==> config.mk <==
export PLATFORM = sky130hd
export DESIGN_NAME = pc_fetch_unit
export DESIGN_NICKNAME = d
export VERILOG_FILES = /design/src/rtl/pc_fetch_unit.sv
export SDC_FILE = /design/constraint.sdc
export NUM_CORES = 1
export LEC_CHECK = 0
export CORE_UTILIZATION = 41
export CTS_BUF_LIST = sky130_fd_sc_hd__clkbuf_16
export DETAILED_ROUTE_END_ITERATION = 8
export PLACE_DENSITY_LB_ADDON = 0.08
export SYNTH_ARGS = -nofsm -noshare
export SYNTH_HDL_FRONTEND = slang
export SYNTH_SLANG_ARGS = --single-unit
==> constraint.sdc <==
create_clock -name clk_i -period 3.96 [get_ports clk_i]
set_input_delay 0.396 -clock clk_i [delete_from_list [all_inputs] [get_ports clk_i]]
set_output_delay 0.396 -clock clk_i [all_outputs]
set_load 0.03 [all_outputs]
==> src/rtl/pc_fetch_unit.sv <==
// Program counter and next-PC resolution for the single-cycle core.
// Drives the synchronous instruction ROM address and resolves bne/blt/bex/j/jal/jr.
module pc_fetch_unit #(
    parameter int          ADDR_W   = 12,
    parameter logic [31:0] RESET_PC = 32'h0000_0000
) (
    input  logic              clk_i,
    input  logic              rst_ni,
    input  logic              stall_i,
    input  logic [4:0]        opcode_i,
    input  logic              branch_i,
    input  logic              jump_i,
    input  logic              jal_i,
    input  logic              jr_i,
    input  logic [31:0]       rd_val_i,
    input  logic [31:0]       rs_val_i,
    input  logic [31:0]       rstatus_val_i,
    input  logic [16:0]       imm_i,
    input  logic [26:0]       target_i,
    output logic [ADDR_W-1:0] imem_addr_o,
    output logic [31:0]       pc_o,
    output logic [31:0]       link_addr_o,
    output logic              insn_valid_o,
    output logic              redirect_o
);

    typedef enum logic [1:0] {
        BOOT = 2'b00,
        RUN  = 2'b01,
        HOLD = 2'b10
    } state_e;

    localparam logic [4:0] OPC_BNE = 5'b00010;
    localparam logic [4:0] OPC_BLT = 5'b00110;
    localparam logic [4:0] OPC_BEX = 5'b10110;

    state_e      state_q, state_d;
    logic [31:0] pc_q, pc_d;
    logic        insn_valid_q, insn_valid_d;

    logic [31:0] pc_plus1;
    logic [31:0] br_target;
    logic [31:0] jmp_target;
    logic [31:0] next_pc;
    logic        taken;
    logic        is_bex;

    assign pc_plus1   = pc_q + 32'd1;
    assign br_target  = pc_plus1 + {{15{imm_i[16]}}, imm_i};
    assign jmp_target = {5'b0, target_i};

    always_comb begin
        taken  = 1'b0;
        is_bex = 1'b0;
        case (opcode_i)
            OPC_BNE: taken = (rd_val_i != rs_val_i);
            OPC_BLT: taken = ($signed(rd_val_i) < $signed(rs_val_i));
            OPC_BEX: begin
                taken  = (rstatus_val_i != 32'd0);
                is_bex = 1'b1;
            end
            default: taken = 1'b0;
        endcase
    end

    // jal always arrives with Jump set; it is folded in so a lone jal still jumps.
    always_comb begin
        next_pc = pc_plus1;
        if (insn_valid_q) begin
            if (jr_i)
                next_pc = rd_val_i;
            else if (jump_i || jal_i)
                next_pc = jmp_target;
            else if (branch_i && taken)
                next_pc = is_bex ? jmp_target : br_target;
        end
    end

    always_ff @(posedge clk_i or negedge rst_ni) begin
        if (!rst_ni) begin
            state_q      <= BOOT;
            pc_q         <= RESET_PC;
            insn_valid_q <= 1'b0;
        end else begin
            state_q      <= state_d;
            pc_q         <= pc_d;
            insn_valid_q <= insn_valid_d;
        end
    end

    always_comb begin
        state_d      = state_q;
        pc_d         = pc_q;
        insn_valid_d = insn_valid_q;
        case (state_q)
            BOOT: begin
                state_d      = RUN;
                insn_valid_d = 1'b1;
            end
            RUN: begin
                if (stall_i)
                    state_d = HOLD;
                else
                    pc_d = next_pc;
            end
            HOLD: begin
                if (!stall_i) begin
                    state_d = RUN;
                    pc_d    = next_pc;
                end
            end
            default: begin
                state_d      = BOOT;
                pc_d         = RESET_PC;
                insn_valid_d = 1'b0;
            end
        endcase
    end

    // The fetch address is the PC that will be loaded on the coming edge, so the
    // ROM word lines up with pc; on the HOLD release cycle that is next_pc.
    always_comb begin
        imem_addr_o = pc_q[ADDR_W-1:0];
        redirect_o  = insn_valid_q & (jump_i | jal_i | jr_i | (branch_i & taken));
        case (state_q)
            RUN, HOLD: begin
                if (!stall_i)
                    imem_addr_o = next_pc[ADDR_W-1:0];
            end
            default: imem_addr_o = pc_q[ADDR_W-1:0];
        endcase
    end

    assign pc_o         = pc_q;
    assign link_addr_o  = pc_plus1;
    assign insn_valid_o = insn_valid_q;

endmodule

==> reports/results.ini <==
[outcome]
status=finished, violations left
violations=negative setup slack

[setup_path]
r2r_start=pc_o[0]$_DFFE_PN0P_
critical_path_class=in -> out
crit_fanout=4
start_kind=input pin
rrSetupSlack_ns=0.03
reg2reg_to=pc_o[31]$_DFFE_PN0P_
crit_arrival_ns=3.62
end_kind=output pin
required_ns=3.56
ff2ff_path_depth=17

[cts]
clk_latency_ns=0.30
cts_hold_buffers=0
numCtsBuffers=5
cts_tree=built
htree_levels=2
cts_sinks=35
clk_pin_slew_ns=0.07
cts_root_buffer=clkbuf_16
clock_path_buffers=2

[floorplan]
boundaryPins=230
core_area_sq_mm=0.0140
rows=43
start_util_pct=42.3
die_w_microns=122
die_h_microns=122
dieArea_sq_mm=0.0149

[pwr]
p_per_area_mw_per_mm2=625
irDropWorstVdd_mv=0.520
p_leak_nw=5.22

[route]
wl_microns=33800
first_pass_iters=6
first_iter_violations=958
routedWlPerCell_microns=23.0
num_vias=9056
routed_via_density=6.18
route.detailed.drc=0
postRouteAntennaNets=0

[timing]
period_minus_slack_ns=4.02
fin_hold_ws_ns=0.443
fin_crit_sh_pct=101
final.setup_skew_ns=0.0135
tightest_slew_ns=1.18
setup_viol=4
slew-limit-headroom_pct=21.1
timing.final.ws_setup_ns=-0.0556
clock.fmax_mhz=249
rsz0062_at_grt=true
hold_viol_final=0
final_max_slew_viol_count=0

[synth]
synth-async-reset-ratio_pct=100
syn_area_sq_mm=0.00592
synth_nets=1040
synth.avg_cell_area_sq_um=7.23
seq_area_frac_synth_pct=14.8
yosys_register_bits=35
synth-edff-count=0
synth_cell_types=70
synth-compound-area-share_pct=31.3
synthMuxAreaShare_pct=1.04
yosys.area_share.simple_pct=23.8
synthXorXnorAreaFrac_pct=8.14
netlist_instances=819
ys_warn_count=0
yosys.area_share.adder_pct=14.7
synth_top_flop_cell=dfrtp_1
synth_top_family_by_area=compound AO/OA/AOI/OAI gates

[placement]
pre_cts_ws_ns=-0.166
io_buffers=229
dpl.cell_count=1397
placed_cell_area_sq_mm=0.0101
hpwl_microns=23500
gp_congestion=0.992

[final_layout]
instances_no_fill=1466
ff_latch_area_sq_um=885
final_area_sq_mm=0.0114
fillCellCount=938
drive_gt1_share_pct=35.5
multi_input_area_sq_mm=0.00563
syn2layout_area_growth_pct=92.0
final_nets=1503

[global_routing]
grt_pass1_wl_microns=48500
grt_pass1_vias=8915
grt_max_degree=31
grt.total_usage_pct=43.4
overflow=0
antenna_found_initial=3

[min_path]
hp-start=rd_val_i[20]
hold_path_end=pc_o[20]$_DFFE_PN0P_
hold_path.class=in -> reg
whs_path_depth=4

[run]
cap_violations=0

[synthesized netlist by cell type (8+ instances only)]
cell type   n  area share (%)
xor2_1     28             4.1
inv_1      53             3.4
a31oi_1    13             1.4
xnor2_1    27             4.0
dfrtp_1    35              15
a221oi_1   10             1.5
o221ai_1   11             1.6
nand2_1    72             4.6
a21oi_1    76             6.4
a222oi_1   16             2.7
clkbuf_1   28             1.8
nor2_1     74             4.7
nor3_1     16             1.4
nand2b_1    8            0.85
a21o_1     22             2.8
nand3_1    36             3.0
o211ai_1   12             1.5
nor2b_1     9            0.95
nor4_1     11             1.2
and3_1     10             1.1
a22oi_1     9             1.1
o21ai_0    50             4.2
ha_1       68              14
nand4_1    21             2.2
[power breakdown]
group          internal (mW)  switching, mW  leakage (nW)
clock network          0.298          0.185        0.0838
logic                   2.65           3.26          4.68
registers              0.515          0.199         0.463
[layout by cell type, fill, tap and decap left out, types with 6 or more instances in the layout]
| cell type | count |
|---|---|
| buf_4 | 268 |
| clkdlybuf4s50_1 | 160 |
| nand2_1 | 68 |
| nor2_1 | 67 |
| a21oi_1 | 63 |
| o21ai_0 | 43 |
| ha_1 | 36 |
| ha_4 | 31 |
| nand3_1 | 30 |
| dlygate4sd2_1 | 30 |
| inv_1 | 29 |
| dfrtp_1 | 28 |
| inv_2 | 24 |
| xor2_1 | 22 |
| a21o_1 | 22 |
| nand4_1 | 21 |
| a222oi_1 | 16 |
| xnor2_1 | 14 |
| a21oi_2 | 12 |
| o211ai_1 | 12 |
| a31oi_1 | 12 |
| o221ai_1 | 11 |
| clkbuf_2 | 11 |
| nor4_1 | 10 |
| dlymetal6s2s_1 | 10 |
| nor2b_1 | 9 |
| nor3_1 | 9 |
| a22oi_1 | 9 |
| xnor2_2 | 8 |
| nand2b_1 | 8 |
| nor3_2 | 7 |
| and3_1 | 7 |
| dfrtp_2 | 7 |
| nor2_2 | 6 |
| nand3_2 | 6 |
| o31ai_1 | 6 |
| o22ai_1 | 6 |
| o21ai_1 | 6 |
[worst max-delay path, cell delays in order]
cell	delay, ns
clkbuf_2	0.09
inv_2	0.04
ha_4	0.24
nand4_1	0.26
nor2_1	0.13
a22o_1	0.28
or4_4	0.56
buf_6	0.14
a41oi_4	0.24
nand2_4	0.12
buf_6	0.15
o311a_1	0.10
o31a_1	0.27
o41ai_2	0.32
buf_4	0.18
buf_12	0.11
[layout make-up]
class | count | area share (%)
well taps | 180 | 1.98
clock inverters | 3 | 0.385
diodes | 3 | 0.0661
flip-flops and latches | 35 | 7.79
repair buffers | 493 | 37.3
clock buffers | 5 | 1.10
multi-input cells | 693 | 49.6
inverters | 54 | 1.78
[metal layers]
| metal | vias to the layer above | global-route usage, % | wire, microns |
|---|---|---|---|
| met5 | - | 0 | 0 |
| met4 | 0 | 25.5 | 2150 |
| met3 | 182 | 11.5 | 4380 |
| met2 | 729 | 69.3 | 15100 |
| met1 | 4136 | 52.2 | 12100 |
| li1 | 4009 | - | - |
[logic make-up after synthesis]
family | Yosys count
compound gates | 275
xor+xnor | 55
buf+inv | 91
mux | 6
fa+ha+maj | 69
simple gates | 288
flops | 35
[state kept, by name (all words and copies together), names as in the netlist]
register      cells
insn_valid_o      1
pc_o             32
state_q           2
[what timing repair did]
item / 4_1_cts / 5_1_grt
resized for setup: 103 / 118
endpoints found under the hold margin: 0 / 0
pin swaps: 30 / 60
setup buffers: 43 / 16
endpoints found under the setup margin: 12 / 25
[metrics by stage]
step                utilization (%)  setup TNS (ns)  total power [mW]
global placement               71.9          -0.484              6.05
floorplan                         -          -0.334              3.63
finish                         81.2         -0.0816              7.10
CTS                            77.5               0              6.67
global route                   81.2           -1.20              7.45
detailed placement             71.9          -0.903              6.08
[worst max-delay path by stage]
stage,from,endpoint,slack (ns),depth (start not counted)
floorplan,pc_o[0]$_DFFE_PN0P_,pc_o[31]$_DFFE_PN0P_,-0.18,18
global placement,rd_val_i[17],imem_addr_o[2],-0.11,14
detailed placement,rd_val_i[17],imem_addr_o[2],-0.17,14
CTS,rd_val_i[10],imem_addr_o[2],0.0008,14
global route,pc_o[0]$_DFFE_PN0P_,imem_addr_o[11],-0.14,16
finish,rs_val_i[26],imem_addr_o[2],-0.06,16
Note: power is estimated with default switching activity, not from simulation.
